$ cat config.mk
export PLATFORM = sky130hd
export DESIGN_NAME = cpu_microsequencer
export DESIGN_NICKNAME = d
export VERILOG_FILES = /design/src/rtl/cpu_pkg.sv /design/src/rtl/cpu_ustack.sv /design/src/rtl/cpu_microsequencer.sv
export SDC_FILE = /design/constraint.sdc
export NUM_CORES = 1
export LEC_CHECK = 0
export BUFFER_PORTS_ARGS = -buffer_cell sky130_fd_sc_hd__buf_2
export CAP_MARGIN = 10
export CORE_MARGIN = 2
export CORE_UTILIZATION = 42
export CTS_CLUSTER_DIAMETER = 60
export DETAILED_ROUTE_END_ITERATION = 7
export GPL_ROUTABILITY_DRIVEN = 0
export PLACE_DENSITY = 0.67
export SLEW_MARGIN = 20
export SYNTH_ARGS = -nofsm -noshare
export SYNTH_HDL_FRONTEND = slang
export SYNTH_SLANG_ARGS = --single-unit
$ cat constraint.sdc
create_clock -name clk -period 2.2 [get_ports clk]
set_input_delay 0.22 -clock clk [delete_from_list [all_inputs] [get_ports clk]]
set_output_delay 0.22 -clock clk [all_outputs]
set_load 0.01 [all_outputs]
$ cat src/rtl/cpu_pkg.sv
// cpu_pkg: shared types and microword field layout for the microsequencer.
package cpu_pkg;
  localparam int UADDR_W = 8;
  localparam int UWORD_W = 27;
  localparam int CTRL_W = 16;
  localparam int NSEL_MSB = 26;
  localparam int NSEL_LSB = 24;
  localparam int TGT_MSB = 23;
  localparam int TGT_LSB = 16;
  localparam int CTRL_MSB = 15;
  localparam int CTRL_LSB = 0;
  typedef enum logic [2:0] {SEQ, JUMP, BRZ, BRC, BRN, DISPATCH, CALL, RET} next_sel_e;
  typedef enum logic [1:0] {IDLE, RUN, HALT} state_e;
endpackage

$ cat src/rtl/cpu_ustack.sv
// cpu_ustack: return-address LIFO with synchronous clear and full/empty status.
module cpu_ustack #(
  parameter int DEPTH = 4,
  parameter int W = 8
) (
  input  logic         clk,
  input  logic         reset,
  input  logic         push,
  input  logic         pop,
  input  logic         clear,
  input  logic [W-1:0] din,
  output logic [W-1:0] dout,
  output logic         full,
  output logic         empty
);
  localparam int SW = $clog2(DEPTH + 1);
  localparam int AW = $clog2(DEPTH);
  logic [W-1:0] mem [DEPTH];
  logic [SW-1:0] sp;
  assign full = sp == SW'(DEPTH);
  assign empty = sp == '0;
  assign dout = mem[AW'(sp - 1'b1)];
  always_ff @(posedge clk or posedge reset)
    if (reset) sp <= '0;
    else if (clear) sp <= '0;
    else if (push) sp <= sp + 1'b1;
    else if (pop) sp <= sp - 1'b1;
  always_ff @(posedge clk)
    if (push) mem[AW'(sp)] <= din;
endmodule

$ cat src/rtl/cpu_microsequencer.sv
// cpu_microsequencer: control-store sequencer computing the next microaddress
// and issuing datapath control bits from the current microword.
module cpu_microsequencer import cpu_pkg::*; #(
  parameter logic [UADDR_W-1:0] RESET_VEC = 8'd1,
  parameter logic [UADDR_W-1:0] DISPATCH_BASE = 8'd0,
  parameter int STACK_DEPTH = 4
) (
  input  logic               clk,
  input  logic               reset,
  input  logic               start,
  input  logic               stall,
  input  logic [7:0]         opcode,
  input  logic               flag_z,
  input  logic               flag_c,
  input  logic               flag_n,
  input  logic [UWORD_W-1:0] micro_word,
  output logic [UADDR_W-1:0] uaddr,
  output logic [CTRL_W-1:0]  ctrl,
  output logic               running,
  output logic               halted,
  output logic               stack_err
);
  state_e state;
  next_sel_e nsel;
  logic [UADDR_W-1:0] tgt, seq, next, ret_addr;
  logic go, halt_word, push, pop, full, empty, stk_fault, start_ok;
  assign nsel = next_sel_e'(micro_word[NSEL_MSB:NSEL_LSB]);
  assign tgt = micro_word[TGT_MSB:TGT_LSB];
  assign seq = uaddr + 8'd1;
  assign go = state == RUN && !stall;
  assign halt_word = micro_word == '0;
  assign start_ok = start && state != RUN;
  assign push = go && nsel == CALL && !full;
  assign pop = go && nsel == RET && !empty;
  assign stk_fault = go && ((nsel == CALL && full) || (nsel == RET && empty));
  assign ctrl = go ? micro_word[CTRL_MSB:CTRL_LSB] : '0;
  assign running = state == RUN;
  assign halted = state == HALT;
  assign next = nsel == JUMP     ? tgt :
                nsel == BRZ      ? (flag_z ? tgt : seq) :
                nsel == BRC      ? (flag_c ? tgt : seq) :
                nsel == BRN      ? (flag_n ? tgt : seq) :
                nsel == DISPATCH ? DISPATCH_BASE + opcode :
                nsel == CALL     ? tgt :
                nsel == RET      ? ret_addr : seq;
  cpu_ustack #(.DEPTH(STACK_DEPTH), .W(UADDR_W)) u_stack (
    .clk(clk), .reset(reset), .push(push), .pop(pop), .clear(start_ok),
    .din(seq), .dout(ret_addr), .full(full), .empty(empty)
  );
  // A halting or faulting microword leaves uaddr parked on itself for debug.
  always_ff @(posedge clk or posedge reset)
    if (reset) begin
      state <= IDLE;
      uaddr <= RESET_VEC;
      stack_err <= 1'b0;
    end else if (start_ok) begin
      state <= RUN;
      uaddr <= RESET_VEC;
      stack_err <= 1'b0;
    end else if (go) begin
      if (halt_word) state <= HALT;
      else if (stk_fault) begin
        state <= HALT;
        stack_err <= 1'b1;
      end else uaddr <= next;
    end
endmodule
==> impl_metrics.csv <==
group,metric,value,unit
route,routedWlPerCell,17.80,um
setup_path,critPathRequiredTime,2380,ps
setup_path,worst-endpoint-arrival,2200,ps
yosys,yosysTopAreaCellShare,0.3170,
sta,fin_crit_sh,0.9192,
global_route,overflow,0,
setup_path,path_cells,"inv_1 -> ha_1 -> buf_12 -> mux4_2 -> mux4_2 -> nor2_1 -> o31ai_1",
yosys,syn-num-nets,345,
yosys,synth_area_leaders,"edfxtp_1, dfrtp_1, mux4_1, and2_1, a21oi_1",
yosys,ys_async_sr_fraction,0.3043,
floorplan,die_x,88.96,um
setup_path,crit_fanout,9,
place,placed_cells,458,
global_route,met2_usage,0.3616,
floorplan,row_count,30,
global_route,grt_antenna_before_repair,0,
yosys,synth_edf_count,32,
global_route,grtUsageMet3,0.04063,
clock_tree,clock-sinks,46,
clock_tree,clockBufferDepth,2,
sta,setup_violations,0,
clock_tree,clk_latency,300,ps
place,placed_area,3518,um^2
cells_and_area,final_design_area_no_fill,3618,um^2
floorplan,die_h,88.96,um
min_path,worst_hold_path_type,"in2reg",
route,ant_nets,0,
clock_tree,cts_tree,"done",
floorplan,io_pins,69,
route,drc,0,
yosys,seq_area_frac_synth,0.4329,
cells_and_area,post-route-util,0.5239,
sta,max_freq,494.5,MHz
sta,tightest_slew,636.6,ps
yosys,netlist_area,3032,um^2
sta,fin_crit,2022,ps
clock_tree,cts_buffers,5,
route,firstDrtPassIters,6,
outcome,status,"complete, no violations",
route,vias,2717,
setup_path,cp_top_family,"multiplexers",
global_route,grt_first_pass_wirelength,13.09,mm
cells_and_area,antenna_cells,0,
yosys,synth_top_area_cell,"edfxtp_1",
cells_and_area,syn_to_final_growth,19.36,%
cells_and_area,drive_gt1_frac,0.2938,
clock_tree,cts_setup_buffers,0,
yosys,yosysMostFrequentCell,"edfxtp_1",
cells_and_area,finalNetCount,418,
setup_path,cp.buffers_inverters,2,
clock_tree,htree_levels,2,
pwr,total_power,3470,uW
sta,slew_headroom,0.5752,
clock_tree,clk_pin_slew_worst_paths,90,ps
route,viasPerCell,5.818,
pwr,pwr_density_cell,958.9,nW/um^2
yosys,synth_commonest_cells,"edfxtp_1, a21oi_1, nand2_1, o21ai_0, and2_1",
global_route,grt_pass1_vias,2516,
sta,rsz0062_at_grt,"no",
global_route,met1_usage,0.3066,
sta,hold_viol_final,0,
setup_path,crit_type,"reg2reg",
pwr,ir_drop,0.5438,mV
pwr,p_leak,0.001496,uW
yosys,yosys_warnings,0,
setup_path,slowest_stage,"mux4_2",
yosys,avgSynthCellArea,10.21,um^2
setup_path,cp_slowest_stage_delay,460,ps
sta,fin_skew,9.806,ps
cells_and_area,instances_no_fill,467,
job,maxCapViolations,0,
setup_path,crit_top_cell,"mux4_2",
floorplan,dieArea,7914,um^2
setup_path,endpoint_kind,"flip-flop",
route,wl,8.311,mm
route,drt_iter0_drc,217,
floorplan,initial_utilization,0.4389,
yosys,ys_ff_latch,46,
global_route,grtUsageTotal,0.2195,
yosys,ys.flop_type,"edfxtp_1",
setup_path,cp-start-kind,"flip-flop",
global_route,grt_max_degree,24,
yosys,syn_inst,297,
clock_tree,clockRootBuffer,"clkbuf_8",
place,hpwl,6.238,mm
sta,drv_slew,0,
floorplan,coreArea,6907,um^2
place,io_buffers,68,
yosys,synth_cell_types,60,
sta,fin_setup_tns,0,ps
global_route,busiest_layer,"met2",
## cells by family after synthesis
| kind of cell | Yosys count | synth area share |
|---|---|---|
| AND/OR/NAND/NOR | 104 | 0.1832 |
| multiplexers | 14 | 0.09039 |
| adder cells (fa/ha/maj) | 6 | 0.02476 |
| buffers and inverters | 36 | 0.05860 |
| flip-flops | 46 | 0.4329 |
| AO/OA/AOI/OAI | 85 | 0.1903 |
| XOR/XNOR | 6 | 0.01981 |
## report_power, final
| group | switching, uW | total (uW) | internal, uW |
|---|---|---|---|
| clock network | 294 | 517 | 223 |
| logic | 884 | 1590 | 706 |
| registers | 184 | 1360 | 1180 |
| total | 1360 | 3470 | 2110 |
## tightest hold or removal path, stage by stage
cell and delay [ps]:
buf_2 120, a21oi_1 70, a21oi_1 130
## timing repair
action,in CTS,in global routing
setup endpoints to repair,0,0
hold buffers,1,0
endpoints found under the hold margin,11,0
gates resized for setup,0,0
## stage by stage
| stage | setup slack (ps) | hold WS (ps) |
|---|---|---|
| after floorplan | 118.4 | 108.5 |
| after global placement | 218.3 | 315.8 |
| after detailed placement | 173.4 | 326.3 |
| after CTS | 165.4 | 256.3 |
| after global routing | 50.05 | 279.7 |
| final | 177.7 | 281.2 |
## layer usage
metal | vias to the layer above | wire (um)
li1 | 1270 | -
met1 | 1281 | 3640
met2 | 150 | 3893
met3 | 16 | 621
met4 | 0 | 155
met5 | - | 0
## final timing paths
kind	from	endpoint	slack, ps	cells past startpoint
setup / recovery	u_stack.sp[1]	uaddr[1]	180	7
hold / removal	micro_word[19]	uaddr[3]	280	3
setup reg to reg	u_stack.sp[1]	uaddr[1]	180	7
hold reg to reg	stack_err	stack_err	530	2
max in group asynchronous	reset	uaddr[3]	1260	3
min in group asynchronous	reset	uaddr[5]	530	3
## area by class of cell
cell class | instances | area (um^2)
clock inverters | 3 | 21.27
multi-input cells | 215 | 1553
inverters | 18 | 67.56
flip-flops and latches | 46 | 1313
well taps | 96 | 120.1
clock buffers | 5 | 68.82
repair buffers | 84 | 475.5
fillers | 655 | 3288
## cell usage in the layout (no fill, tap or decap), types with 2 or more instances in the layout
cell type | netlist | routed
buf_2 | 8 | 68
edfxtp_1 | 32 | 32
nand2_1 | 24 | 24
a21oi_1 | 24 | 24
o21ai_0 | 21 | 21
and2_1 | 20 | 20
inv_1 | 18 | 18
nor2_1 | 14 | 14
buf_4 | 2 | 14
dfrtp_1 | 13 | 13
nand3_1 | 10 | 10
nor3_1 | 7 | 7
nor4_1 | 8 | 7
ha_1 | 6 | 6
nand2b_1 | 5 | 5
mux4_1 | 5 | 5
o22ai_1 | 5 | 5
clkbuf_8 | 0 | 5
mux4_2 | 4 | 4
a221o_1 | 4 | 4
xnor2_1 | 4 | 4
a211o_1 | 3 | 3
nand4_1 | 3 | 3
a21o_1 | 3 | 3
mux2i_1 | 3 | 3
mux2_2 | 2 | 2
nor4_2 | 1 | 2
o221a_2 | 2 | 2
nor2b_1 | 2 | 2
or3_1 | 2 | 2
and4_1 | 2 | 2
o21a_1 | 2 | 2
a31oi_1 | 2 | 2
o31ai_1 | 2 | 2
o211ai_1 | 2 | 2
a221oi_1 | 2 | 2
## flip-flops by register name, indices dropped and copies added, names as in the netlist
name         cells
u_stack.mem     32
uaddr            8
u_stack.sp       3
state            2
stack_err        1
(Power assumes the default switching activity.)
